**src/rtl/pdm_pkg.sv**
```systemverilog
// ---------------------------------------------------------------------------
// pdm_pkg : shared sample width, midscale code and feeder states. Rev 1.0
// ---------------------------------------------------------------------------
`default_nettype none

package pdm_pkg;

  localparam int PDM_NBITS = 11;
  localparam logic [PDM_NBITS-1:0] MID = {1'b1, {(PDM_NBITS-1){1'b0}}};

  typedef enum logic [1:0] {
    IDLE    = 2'd0,
    RUN     = 2'd1,
    STARVED = 2'd2
  } feeder_state_t;

endpackage

`default_nettype wire

```
**src/rtl/pdm_sample_feeder_if.sv**
```systemverilog
// ---------------------------------------------------------------------------
// pdm_sample_feeder_if : AXI4-Stream sample bus into the feeder. Rev 1.0
// ---------------------------------------------------------------------------
`default_nettype none

interface pdm_sample_feeder_if
  import pdm_pkg::*;
#(
  parameter int NBITS = PDM_NBITS
);
  logic [NBITS-1:0] tdata;
  logic             tvalid;
  logic             tready;

  modport master (output tdata, output tvalid, input tready);
  modport slave  (input tdata, input tvalid, output tready);
endinterface

`default_nettype wire

```
**src/rtl/pdm_feeder_fifo.sv**
```systemverilog
// ---------------------------------------------------------------------------
// pdm_feeder_fifo : sync FIFO, registered full/empty/count, FWFT read. Rev 1.0
// ---------------------------------------------------------------------------
`default_nettype none

module pdm_feeder_fifo #(
  parameter int WIDTH = 11,
  parameter int AW    = 4
) (
  input  logic             clk,
  input  logic             rst,
  input  logic             wr_en,
  input  logic [WIDTH-1:0] wr_data,
  input  logic             rd_en,
  output logic [WIDTH-1:0] rd_data,
  output logic             full,
  output logic             empty,
  output logic [AW:0]      count
);
  localparam int DEPTH = 1 << AW;

  logic [WIDTH-1:0] r_mem [DEPTH];
  logic [AW-1:0]    r_wr_ptr;
  logic [AW-1:0]    r_rd_ptr;
  logic [AW:0]      r_count;
  logic [AW:0]      w_count_nxt;
  logic             r_full;
  logic             r_empty;
  logic             w_wr;
  logic             w_rd;

  // Both gates use registered flags: a full FIFO refuses a write even when it pops.
  assign w_wr = wr_en && !r_full;
  assign w_rd = rd_en && !r_empty;

  always_comb begin
    w_count_nxt = r_count;
    if (w_wr && !w_rd) begin
      w_count_nxt = r_count + 1'b1;
    end else if (!w_wr && w_rd) begin
      w_count_nxt = r_count - 1'b1;
    end
  end

  always_ff @(posedge clk) begin
    if (rst) begin
      r_wr_ptr <= '0;
      r_rd_ptr <= '0;
      r_count  <= '0;
      r_full   <= 1'b0;
      r_empty  <= 1'b1;
    end else begin
      if (w_wr) r_wr_ptr <= r_wr_ptr + 1'b1;
      if (w_rd) r_rd_ptr <= r_rd_ptr + 1'b1;
      r_count <= w_count_nxt;
      r_full  <= (w_count_nxt == (AW+1)'(DEPTH));
      r_empty <= (w_count_nxt == '0);
    end
  end

  always_ff @(posedge clk) begin
    if (w_wr) r_mem[r_wr_ptr] <= wr_data;
  end

  assign rd_data = r_mem[r_rd_ptr];
  assign full    = r_full;
  assign empty   = r_empty;
  assign count   = r_count;
endmodule

`default_nettype wire

```
**src/rtl/pdm_sample_feeder.sv**
```systemverilog
// ---------------------------------------------------------------------------
// pdm_sample_feeder : paces FIFO'd samples to the PDM at one per period+1 clks.
// Option macro PDM_FEEDER_UNDERFLOW_CNT_EN adds underflow_count. Rev 1.0
// ---------------------------------------------------------------------------
`default_nettype none

module pdm_sample_feeder
  import pdm_pkg::*;
#(
  parameter int NBITS     = PDM_NBITS,
  parameter int FIFO_AW   = 4,
  parameter int DIV_WIDTH = 16
) (
  input  logic                 clk,
  input  logic                 rst,
  pdm_sample_feeder_if.slave   s_axis,
  input  logic                 enable,
  input  logic [DIV_WIDTH-1:0] period,
  output logic [NBITS-1:0]     data_out,
  output logic                 sample_tick,
  output logic                 underflow,
  output logic [FIFO_AW:0]     fifo_count
`ifdef PDM_FEEDER_UNDERFLOW_CNT_EN
  ,
  output logic [15:0]          underflow_count
`endif
);
  localparam logic [NBITS-1:0] C_MID = {1'b1, {(NBITS-1){1'b0}}};

  feeder_state_t        r_state;
  feeder_state_t        w_state_nxt;
  logic [DIV_WIDTH-1:0] r_hold;
  logic [NBITS-1:0]     r_data;
  logic                 r_tick;
  logic                 r_underflow;
  logic                 w_pop;
  logic                 w_underflow;
  logic                 w_full;
  logic                 w_empty;
  logic [NBITS-1:0]     w_head;

  assign s_axis.tready = !w_full && !rst;

  pdm_feeder_fifo #(
    .WIDTH (NBITS),
    .AW    (FIFO_AW)
  ) u_fifo (
    .clk     (clk),
    .rst     (rst),
    .wr_en   (s_axis.tvalid),
    .wr_data (s_axis.tdata),
    .rd_en   (w_pop),
    .rd_data (w_head),
    .full    (w_full),
    .empty   (w_empty),
    .count   (fifo_count)
  );

  always_comb begin
    w_state_nxt = r_state;
    w_pop       = 1'b0;
    w_underflow = 1'b0;
    if (!enable) begin
      w_state_nxt = IDLE;
    end else begin
      case (r_state)
        IDLE: begin
          if (!w_empty) begin
            w_pop       = 1'b1;
            w_state_nxt = RUN;
          end
        end
        RUN: begin
          if (r_hold == '0) begin
            if (!w_empty) begin
              w_pop = 1'b1;
            end else begin
              w_underflow = 1'b1;
              w_state_nxt = STARVED;
            end
          end
        end
        STARVED: begin
          if (!w_empty) begin
            w_pop       = 1'b1;
            w_state_nxt = RUN;
          end
        end
        default: w_state_nxt = IDLE;
      endcase
    end
  end

  // Pop decided this cycle; the popped word and its tick appear next cycle.
  always_ff @(posedge clk) begin
    if (rst) begin
      r_state     <= IDLE;
      r_hold      <= '0;
      r_data      <= C_MID;
      r_tick      <= 1'b0;
      r_underflow <= 1'b0;
    end else begin
      r_state     <= w_state_nxt;
      r_tick      <= w_pop;
      r_underflow <= w_underflow;
      if (w_pop) begin
        r_hold <= period;
      end else if (r_hold != '0) begin
        r_hold <= r_hold - 1'b1;
      end
      if (!enable) begin
        r_data <= C_MID;
      end else if (w_pop) begin
        r_data <= w_head;
      end
    end
  end

  assign data_out    = r_data;
  assign sample_tick = r_tick;
  assign underflow   = r_underflow;

`ifdef PDM_FEEDER_UNDERFLOW_CNT_EN
  logic [15:0] r_uf_count;

  always_ff @(posedge clk) begin
    if (rst) begin
      r_uf_count <= '0;
    end else if (w_underflow && (r_uf_count != 16'hFFFF)) begin
      r_uf_count <= r_uf_count + 1'b1;
    end
  end

  assign underflow_count = r_uf_count;
`endif
endmodule

`default_nettype wire

```
**src/flat_wrapper.sv**
```systemverilog
// flat-port wrapper written by rule: the top's interface ports become plain ports
module pdm_sample_feeder_flat import pdm_pkg::*;
#(
  parameter int NBITS     = PDM_NBITS,
  parameter int FIFO_AW   = 4,
  parameter int DIV_WIDTH = 16
)
  (clk, rst, enable, period, data_out, sample_tick, underflow, fifo_count, s_axis_tdata, s_axis_tvalid, s_axis_tready);
  pdm_sample_feeder_if #(.NBITS(NBITS)) s_axis_i ();
  input  logic clk;
  input  logic rst;
  input  logic enable;
  input  logic [DIV_WIDTH-1:0] period;
  output logic [NBITS-1:0] data_out;
  output logic sample_tick;
  output logic underflow;
  output logic [FIFO_AW:0] fifo_count;
  input wire logic [$bits(s_axis_i.tdata)-1:0] s_axis_tdata;
  input wire logic [$bits(s_axis_i.tvalid)-1:0] s_axis_tvalid;
  output wire logic [$bits(s_axis_i.tready)-1:0] s_axis_tready;
  assign s_axis_i.tdata = s_axis_tdata;
  assign s_axis_i.tvalid = s_axis_tvalid;
  assign s_axis_tready = s_axis_i.tready;
  pdm_sample_feeder #(.NBITS(NBITS), .FIFO_AW(FIFO_AW), .DIV_WIDTH(DIV_WIDTH)) u_core (.clk(clk), .rst(rst), .s_axis(s_axis_i), .enable(enable), .period(period), .data_out(data_out), .sample_tick(sample_tick), .underflow(underflow), .fifo_count(fifo_count));
endmodule
```
**config.mk**
```make
export PLATFORM = sky130hd
export DESIGN_NAME = pdm_sample_feeder_flat
export DESIGN_NICKNAME = d
export VERILOG_FILES = /design/src/rtl/pdm_pkg.sv /design/src/rtl/pdm_sample_feeder_if.sv /design/src/rtl/pdm_feeder_fifo.sv /design/src/rtl/pdm_sample_feeder.sv /design/src/flat_wrapper.sv
export SDC_FILE = /design/constraint.sdc
export NUM_CORES = 1
export LEC_CHECK = 0
export ABC_AREA = 1
export CORE_UTILIZATION = 56
export CTS_CLUSTER_DIAMETER = 120
export DETAILED_ROUTE_END_ITERATION = 16
export HOLD_SLACK_MARGIN = 0.1
export MAX_ROUTING_LAYER = met4
export PLACE_DENSITY = 0.85
export SKIP_LAST_GASP = 1
export SLEW_MARGIN = 0
export SYNTH_ARGS = -nofsm -noshare
export SYNTH_HDL_FRONTEND = slang
export SYNTH_HIERARCHICAL = 1
export SYNTH_SLANG_ARGS = --single-unit
```
**constraint.sdc**
```tcl
create_clock -name clk -period 2.7 [get_ports clk]
set_input_delay 0.54 -clock clk [delete_from_list [all_inputs] [get_ports clk]]
set_output_delay 0.54 -clock clk [all_outputs]
set_load 0.02 [all_outputs]
```
---- Word-level counts from Yosys, hierarchy flattened ----
Memory sizes are Yosys's and may differ from the RTL's. A register that Yosys moved wholly into a read port is not among the register bits.
Cells that the tools add are included.
storage, ports and cells
  input bits .............................. 31
  memories kept ........................... 1
  memory bits (writable) .................. 176
  output and inout bits ................... 19
  register bits ........................... 35
operators by class
  eq/ne operators ......................... 6
  add/sub/neg operators ................... 5
  reductions and logical operators ........ 19
  mux-type cells .......................... 15
  bitwise gates (word level) .............. 3
memories
  name                 words  width  read ports  clocked after Yosys merged registers in  wr ports  line                   RTL
  u_core.u_fifo.r_mem  16     11     1           1                                        1         pdm_feeder_fifo.sv:22  logic [WIDTH-1:0] r_mem [DEPTH];
operators with widths
  operator                                                                 number
  16-bit two-way mux                                                       2
  16-bit logical NOT                                                       1
  16-bit nonzero test                                                      1
  16-bit by 1-bit subtractor with 16-bit output, second input constant     1
  5-bit two-way mux                                                        2
  4-bit by 1-bit adder with 4-bit output, second input constant            2
  1-bit two-way mux                                                        6
  2-bit two-way mux                                                        3
  5-bit by 1-bit adder with 5-bit output, second input constant            1
  5-bit == test, second input constant                                     1
  1-bit logical AND                                                        5
  1-bit logical NOT                                                        5
  5-bit logical NOT                                                        1
  5-bit by 1-bit subtractor with 5-bit output, second input constant       1
  2-bit inequality test, second input constant                             2
  2-bit one-hot mux with 2 select lines                                    1
  2-bit OR reduction                                                       2
  4-bit OR reduction                                                       1
  1-bit NOT                                                                3
  3-bit AND reduction                                                      1
  2-bit by 1-bit == test with 1-bit output, second input constant          1
  2-bit == test, second input constant                                     1
  2-bit logical NOT                                                        1
  2-bit by 1-bit inequality test with 1-bit output, second input constant  1
  other kinds (2)                                                          2

---- Logic depth before layout (Yosys ltp) ----
Gate-level depths: netlist of run 1.
  depth in word-level cells ............... 9
  gate-level depth with buffers ........... 18
  mapped depth without buffers ............ 17

---- Modules after synthesis ----
Netlist of run 1, hierarchy kept.
by module, submodules not included
  module             cells each  seq. area each (um^2)  area an instance (um^2)  times used
  pdm_feeder_fifo    704         5,665.4                8,150.3                  1
  pdm_sample_feeder  238         620.6                  1,642.8                  1

---- Worst setup path after synthesis of run 1 ----
OpenSTA, ideal clock, no wires.
  kind .................................... register -> register
  start point ............................. register u_core.r_hold[0]
  end point ............................... register u_core.u_fifo.r_full (netlist: u_core/u_fifo/full)
  stages on the path, launching flop included .. 18
  buffers on the path ..................... 1
  clock period less this slack ............ 1,997 ps
  required time ........................... 2,636 ps
  arrival time ............................ 1,933 ps
  path slack .............................. 703 ps
  library setup time ...................... 64 ps
  cell sequence ........................... dfxtp_1 inv_1 ha_1 nand2_1 nor2_2 nand3_2 nand2_4 nand2_4 inv_2 buf_6 nand2_2 nor2_1 nand2_1 nand3_1 nand2_1 nor2_1 nand2_1 nor2_1
between the ends
  word-level cells in the longest chain between the ends .. 9
  elaborated cells on any way between the ends .. 11
  those cells by class .................... eq/ne: 1; mux: 5; reduce/logical: 5
ends and longest elaborated chain
  item                                                           line                                          RTL
  start: declaration                                             pdm_sample_feeder.sv:32                       logic [DIV_WIDTH-1:0] r_hold;
  start signal: assignment                                       pdm_sample_feeder.sv:107                      r_hold <= period;
  start signal: assignment                                       pdm_sample_feeder.sv:109                      r_hold <= r_hold - 1'b1;
  16-bit logical NOT (*)                                         pdm_sample_feeder.sv:74                       if (r_hold == '0) begin
  1-bit two-way mux (*)                                          pdm_sample_feeder.sv:74
  1-bit one-hot mux with 2 select lines (*)                      pdm_sample_feeder.sv:66                       case (r_state)
  1-bit two-way mux (*)                                          pdm_sample_feeder.sv:63                       if (!enable) begin
  named net u_core.w_pop                                         pdm_sample_feeder.sv:36                       logic w_pop;
  1-bit logical AND (*)                                          pdm_feeder_fifo.sv:34                         assign w_rd = rd_en && !r_empty;
  1-bit logical AND / 1-bit logical NOT (equally long branches)  pdm_feeder_fifo.sv:40, pdm_feeder_fifo.sv:38
  5-bit two-way mux / 1-bit logical AND (equally long branches)  pdm_feeder_fifo.sv:40, pdm_feeder_fifo.sv:38
  5-bit two-way mux (*)                                          pdm_feeder_fifo.sv:38                         if (w_wr && !w_rd) begin
  5-bit == test (*)                                              pdm_feeder_fifo.sv:56                         r_full <= (w_count_nxt == (AW+1)'(DEPTH));
  end signal: assignment                                         pdm_feeder_fifo.sv:56
  end: declaration                                               pdm_feeder_fifo.sv:27                         logic r_full;
The timed path passes the listed nets; every way through them passes the cells marked *.
A chain may end at the register's enable or synchronous reset.

---- Worst setup path after layout of run 1 ----
  start point ............................. input rst
  end point ............................... output s_axis_tready
between the ends
  word-level cells in the longest chain between the ends .. 2
ends and longest elaborated chain
  item                line                     RTL
  start: declaration  flat_wrapper.sv:11       input logic rst;
  1-bit logical NOT   pdm_sample_feeder.sv:42  assign s_axis.tready = !w_full && !rst;
  1-bit logical AND   pdm_sample_feeder.sv:42
  end: declaration    flat_wrapper.sv:20       output wire logic [$bits(s_axis_i.tready)-1:0] s_axis_tready;
No other way between the ends.

==> results of run 1 <==
-- power groups by stage --
| stage | combinational, W | sequential (W) | clock [W] |
|---|---|---|---|
| 2_1_floorplan | 0.00133 | 0.00413 | 0 |
| 3_3_place_gp | 0.00170 | 0.00415 | 0 |
| 3_5_place_dp | 0.00176 | 0.00416 | 0 |
| 4_1_cts | 0.00179 | 0.00409 | 0.00306 |
| 5_1_grt | 0.00201 | 0.00411 | 0.00317 |
| 6_report | 0.00182 | 0.00409 | 0.00302 |
-- final cells by class --
cell class                      count  area [um^2]
Sequential cell                   226         6291
Fill cell                        1201         5563
Multi-Input combinational cell    546         2768
Timing Repair Buffer               78        733.2
Clock buffer                       26        586.8
Inverter                          127        476.7
Tap cell                          220        275.3
Clock inverter                     16        125.1
-- state kept, by name (all words and copies together) (netlist names), named ones only --
register and cells:
u_core/u_fifo/r_mem 176, u_core/r_hold 16, u_core/data_out 11, u_core/u_fifo/count 5, u_core/u_fifo/r_rd_ptr 4, u_core/u_fifo/r_wr_ptr 4
u_core/r_state 2, u_core/sample_tick 1, u_core/u_fifo/empty 1, u_core/u_fifo/full 1, u_core/underflow 1
-- cell families (layout without fill, tap and decap cells) --
family | after synthesis | count (layout) | synth area share, %
and+or+nand+nor | 353 | 353 | 15.80
DFF | 226 | 226 | 64.19
AOI/OAI and AO/OA | 172 | 172 | 10.23
buffers and inverters | 170 | 247 | 7.551
xor gates and xnor gates | 12 | 12 | 1.073
adders and majority gates | 9 | 9 | 1.150
-- per-stage QoR --
step,total power [W],std cells
after CTS,0.008933,1239
after global placement,0.005859,1197
final,0.008935,1239
after detailed placement,0.005919,1197
after floorplan,0.005458,942
after global routing,0.009301,1239
-- layer usage --
layer | vias up | track usage (%) | share of wire [%]
li1 | 3338 | - | -
met1 | 3396 | 32.23 | 37
met2 | 387 | 42.40 | 50
met3 | 61 | 3.288 | 8.4
met4 | 0 | 13.11 | 3.8
met5 | - | - | 0
-- synthesized netlist by cell type (5+ instances only) --
cell,number
nand3b_1,6
nor2_2,7
edfxtp_1,176
nand2_1,140
inv_1,125
buf_2,12
dfxtp_1,50
nor3_1,7
buf_6,10
o211ai_1,39
o21ai_0,56
nor2_1,81
a21oi_1,68
xor2_1,10
clkbuf_1,16
nand3_1,99
o211ai_2,5
ha_1,9
-- how the worst max path moves through the flow --
stage                           startpoint            endpoint  depth (start not counted)
after floorplan           u_core/r_hold[0]  u_core/u_fifo/full                         17
after global placement                 rst       s_axis_tready                          3
after detailed placement            enable            register                         11
after CTS                              rst       s_axis_tready                          3
after global routing      u_core/r_hold[0]            register                         14
final                                  rst       s_axis_tready                          3
-- critical path: stages --
cell             delay [ns]
clkdlybuf4s50_1        0.46
nor2_1                 0.12
clkdlybuf4s50_1        0.60
==> metrics.txt, run 1 <==
Vias/cell 5.797; Design Area, Final 11260 um^2; headroom to the max-slew limit 42.73%; core area 16820 um^2; WHS 0.4924 ns; hpwl dp 13770 um; Int Power 0.006332 W; boundary pin count 50; vias in the first global route 6912; antenna violations before repair 0; number of setup buffers added after CTS 0; drt total wl 22280 um; largest net degree at the start of global routing 67; reg2reg start u_core/r_hold[0]; end of the worst hold path u_core/data_out[1]; drt wl/cell 17.99 um; hold_sp u_core/data_out[1]; Initial DRC Count 638; total number of vias 7182; CP Data Arrival Time 1.72 ns; cell taking the most area after synthesis edfxtp_1; Synthesized Nets 982; clock network power share 33.8%; Reg2Reg Setup Slack 0.45 ns; H-tree lvl count 1; worst hold path type register to register; # port buffers 49; clock tree from TritonCTS yes; Root Buffer clkbuf_16; Final setup viols 0; Switching Share 29.13%; most frequent cells in the layout 176 x edfxtp_1, 140 x nand2_1, 125 x inv_1; later-pin clock latency in the skew report 0.52 ns; synth warn 6; setup_tns 0 ns; Initial Util 58.23%; Crit. End Element output pin; Seq/Total Area, Yosys 64.19%; post-cts hold buffer count 0; ys flop type edfxtp_1; final net count 1042; GR Overflow Total 0; Syn Std Cell Area 9793 um^2; Final Hold Fails 0; critical path data required time 2.16 ns; Power per Cell Area 793.8 nW/um^2; DR DRC count 0; Die H 134.2 um; Final Max Tran Viols 0; TritonCTS Buffers 23; Yosys top cell area share 53.97%; final design utilization 66.92%; most common cell after layout, fill and taps aside edfxtp_1; Comb power frac 20.4%; Syn-to-layout area delta 14.94%; unrepaired setup endpoints after global routing false; synthesized instance count 942; die extent in x 134.2 um; Period minus WS final 2.264 ns; Post-synth EDFFs 176; first-pass GRT wire length 34960 um; worst hold path depth 2; post-place setup slack 0.3544 ns; CP Max Fanout 2; switching power 0.002603 W; GPL Wtd Cong 0.9323; r2r worst-path depth 14; post-synthesis cell type count 31; Final Cycle Share 83.84%; sequential share of power 45.8%; status finished, final reports clean; antenna viol nets, final 0; Layout Skew 0.01860 ns; post-CTS resize count 0; Tot GR Track Use 26.05%; synthesized area per cell 10.40 um^2; startpoint types input port; DP Area 10540 um^2; clock slew at reported path FFs 0.06 ns; ranking of synthesized cells by area edfxtp_1 54%, dfxtp_1 10%, nand2_1 5.4%; maximum vdd drop 0.5431 mV; Highest Clock Rate 441.7 MHz; Worst Tran Pin Value 0.8581 ns; share of layout cells above drive strength 1 8.342%; deepest clock path buffer count 3; CTS Sinks 226; Total Die Area 18020 um^2; row count 47; cell leakage power 4.206 nW; maxcap violations 0; Ant. Diodes 0; synthesis-stage register bit count 226; DRT Pass-1 Iters 5; fin worst setup slack 0.4363 ns; FFs w/ async S/R, synth 0%; Crit Path Category input port to output pin
(Power assumes the default switching activity.)
==> inputs of run 2 (changes only) <==
- CORE_UTILIZATION: 56 -> 54
- PLACE_DENSITY: 0.85 -> 0.86
- clock period: 2.7 -> 2 ns (I/O delays scaled with it)
==> metrics.txt, run 2 (synthesized netlist as in run 1, its figures left out) <==
Die H 136.7 um (was 134.2 um); GPL Wtd Cong 0.8833 (was 0.9323); Crit Path Category register to output pin (was input port to output pin); DP Area 10810 um^2 (was 10540 um^2); Switching Share 28.46% (was 29.13%); post-cts hold buffer count 0 (unchanged); H-tree lvl count 1 (unchanged); GR Overflow Total 0 (unchanged); Root Buffer clkbuf_16 (unchanged); clock tree from TritonCTS yes (unchanged); Max stage delay on crit path 0.63 ns (was 0.60 ns); most frequent cells in the layout 176 x edfxtp_1, 138 x nand2_1, 123 x inv_1 (was 176 x edfxtp_1, 140 x nand2_1, 125 x inv_1); CTS Sinks 226 (unchanged); Final Hold Fails 0 (unchanged); later-pin clock latency in the skew report 0.51 ns (was 0.52 ns); core area 17480 um^2 (was 16820 um^2); Final Cycle Share 97.36%; post-place setup slack -0.1697 ns (was 0.3544 ns); CP Max Fanout 5 (was 2); Vias/cell 5.725 (was 5.797); Syn-to-layout area delta 19.98% (was 14.94%); row count 48 (was 47); final design utilization 67.23% (was 66.92%); cell leakage power 4.483 nW (was 4.206 nW); deepest clock path buffer count 3 (unchanged); CP Data Arrival Time 1.55 ns (was 1.72 ns); critical path data required time 1.60 ns (was 2.16 ns); largest net degree at the start of global routing 50 (was 67); Layout Skew 0.008549 ns (was 0.01860 ns); Worst Tran Pin Value 0.6211 ns (was 0.8581 ns); Slowest-stage cell, CP clkdlybuf4s50_1 (unchanged); share of layout cells above drive strength 1 14.02% (was 8.342%); Design Area, Final 11750 um^2 (was 11260 um^2); total number of vias 7334 (was 7182); hpwl dp 14280 um (was 13770 um); most common cell after layout, fill and taps aside edfxtp_1 (unchanged); worst hold path type input port to register (was register to register); Bufs and invs on worst path 1 (was 2); Layout fillers 1183 (was 1201); first-pass GRT wire length 35450 um (was 34960 um); DR DRC count 0 (unchanged); sequential share of power 42.7% (was 45.8%); clock network power share 34.5% (was 33.8%); die extent in x 136.7 um (was 134.2 um); drt wl/cell 18.13 um (was 17.99 um); Tot GR Track Use 25.91% (was 26.05%); fin worst setup slack 0.05289 ns (was 0.4363 ns); setup_tns 0 ns (unchanged); largest reg by FF count u_core/u_fifo/r_mem (unchanged); Comb power frac 22.8% (was 20.4%); headroom to the max-slew limit 58.47% (was 42.73%); final net count 1080 (was 1042); drt total wl 23220 um (was 22280 um); vias in the first global route 6965 (was 6912); antenna violations before repair 0 (unchanged); TritonCTS Buffers 23 (unchanged); Period minus WS final 1.947 ns; # port buffers 49 (unchanged); status finished, final reports clean (unchanged); crit path cell chain clkdlybuf4s50_1 (was clkdlybuf4s50_1 > nor2_1 > clkdlybuf4s50_1); maxcap violations 0 (unchanged); Initial Util 56.04% (was 58.23%); Final setup viols 0 (unchanged); Total Die Area 18680 um^2 (was 18020 um^2); Power per Cell Area 1108 nW/um^2 (was 793.8 nW/um^2); number of flip-flops in the largest register 176 (unchanged); maximum vdd drop 0.9816 mV (was 0.5431 mV); Ant. Diodes 0 (unchanged); boundary pin count 50 (unchanged); Crit path max-delay family buffers and inverters (unchanged); Initial DRC Count 740 (was 638); clock slew at reported path FFs 0.06 ns (about the same); switching power 0.003704 W (was 0.002603 W); Final Max Tran Viols 0 (unchanged); antenna viol nets, final 0 (unchanged); startpoint types register (was input port); DRT Pass-1 Iters 5 (unchanged); Crit. End Element output pin (unchanged); Int Power 0.009312 W (was 0.006332 W); Highest Clock Rate 513.6 MHz
-- run 2: layout make-up --
cell class / instances / area [um^2] / share of cell area [%]
timing repair buffer: 116 / 1039 / 8.838
clock inverter: 12 / 161.4 / 1.374
multi-input combinational: 546 / 2848 / 24.24
tap: 225 / 281.5 / 2.396
sequential: 226 / 6302 / 53.64
inverter: 127 / 479.2 / 4.078
clock buffer: 29 / 639.4 / 5.441
-- run 2: worst paths after layout --
check                             from                        end  slack, ns  cells past startpoint
max             u_core/u_fifo/count[3]              fifo_count[3]       0.05                      1
min                          period[5]           u_core/r_hold[5]       0.45                      3
max reg2reg           u_core/r_hold[7]         u_core/u_fifo/full       0.07                     16
min reg2reg  u_core/u_fifo/r_rd_ptr[3]  u_core/u_fifo/r_rd_ptr[3]       0.47                      1
-- run 2: power by group through the flow --
| stage | Clock [W] | Combinational (W) | Sequential, W |
|---|---|---|---|
| 2_1_floorplan | 0 | 0.00179 | 0.00558 |
| 3_3_place_gp | 0 | 0.00254 | 0.00558 |
| 4_1_cts | 0.00451 | 0.00264 | 0.00550 |
| 3_5_place_dp | 0 | 0.00259 | 0.00559 |
| 6_report | 0.00450 | 0.00297 | 0.00555 |
| 5_1_grt | 0.00466 | 0.00327 | 0.00557 |
-- run 2: timing repair --
action / CTS / global route
pin swaps: 0 / 13
buffers inserted: 0 / 7
gates resized for setup: 4 / 31
cloned: 0 / 0
setup endpoints to repair: 4 / 6
-- run 2: worst min-delay path, stage by stage --
cell	delay, ns
clkdlybuf4s50_1	0.40
nand2_1	0.06
a21oi_1	0.05
-- run 2: per-stage QoR --
stage	cells	total power (W)	hold slack, ns
after floorplan	942	0.007368	0.4118
after global placement	1233	0.008119	0.4255
after detailed placement	1233	0.008181	0.4362
after CTS	1274	0.01264	0.4518
after global routing	1281	0.01351	0.4684
final	1281	0.01302	0.4455
-- run 2: per-layer routing --
| metal | up-vias | track usage [%] | wire (um) |
|---|---|---|---|
| met5 | - | - | 0 |
| li1 | 3410 | - | - |
| met3 | 80 | 3.111 | 1610 |
| met1 | 3488 | 31.55 | 9141 |
| met4 | 0 | 13.09 | 880 |
| met2 | 356 | 42.75 | 11590 |
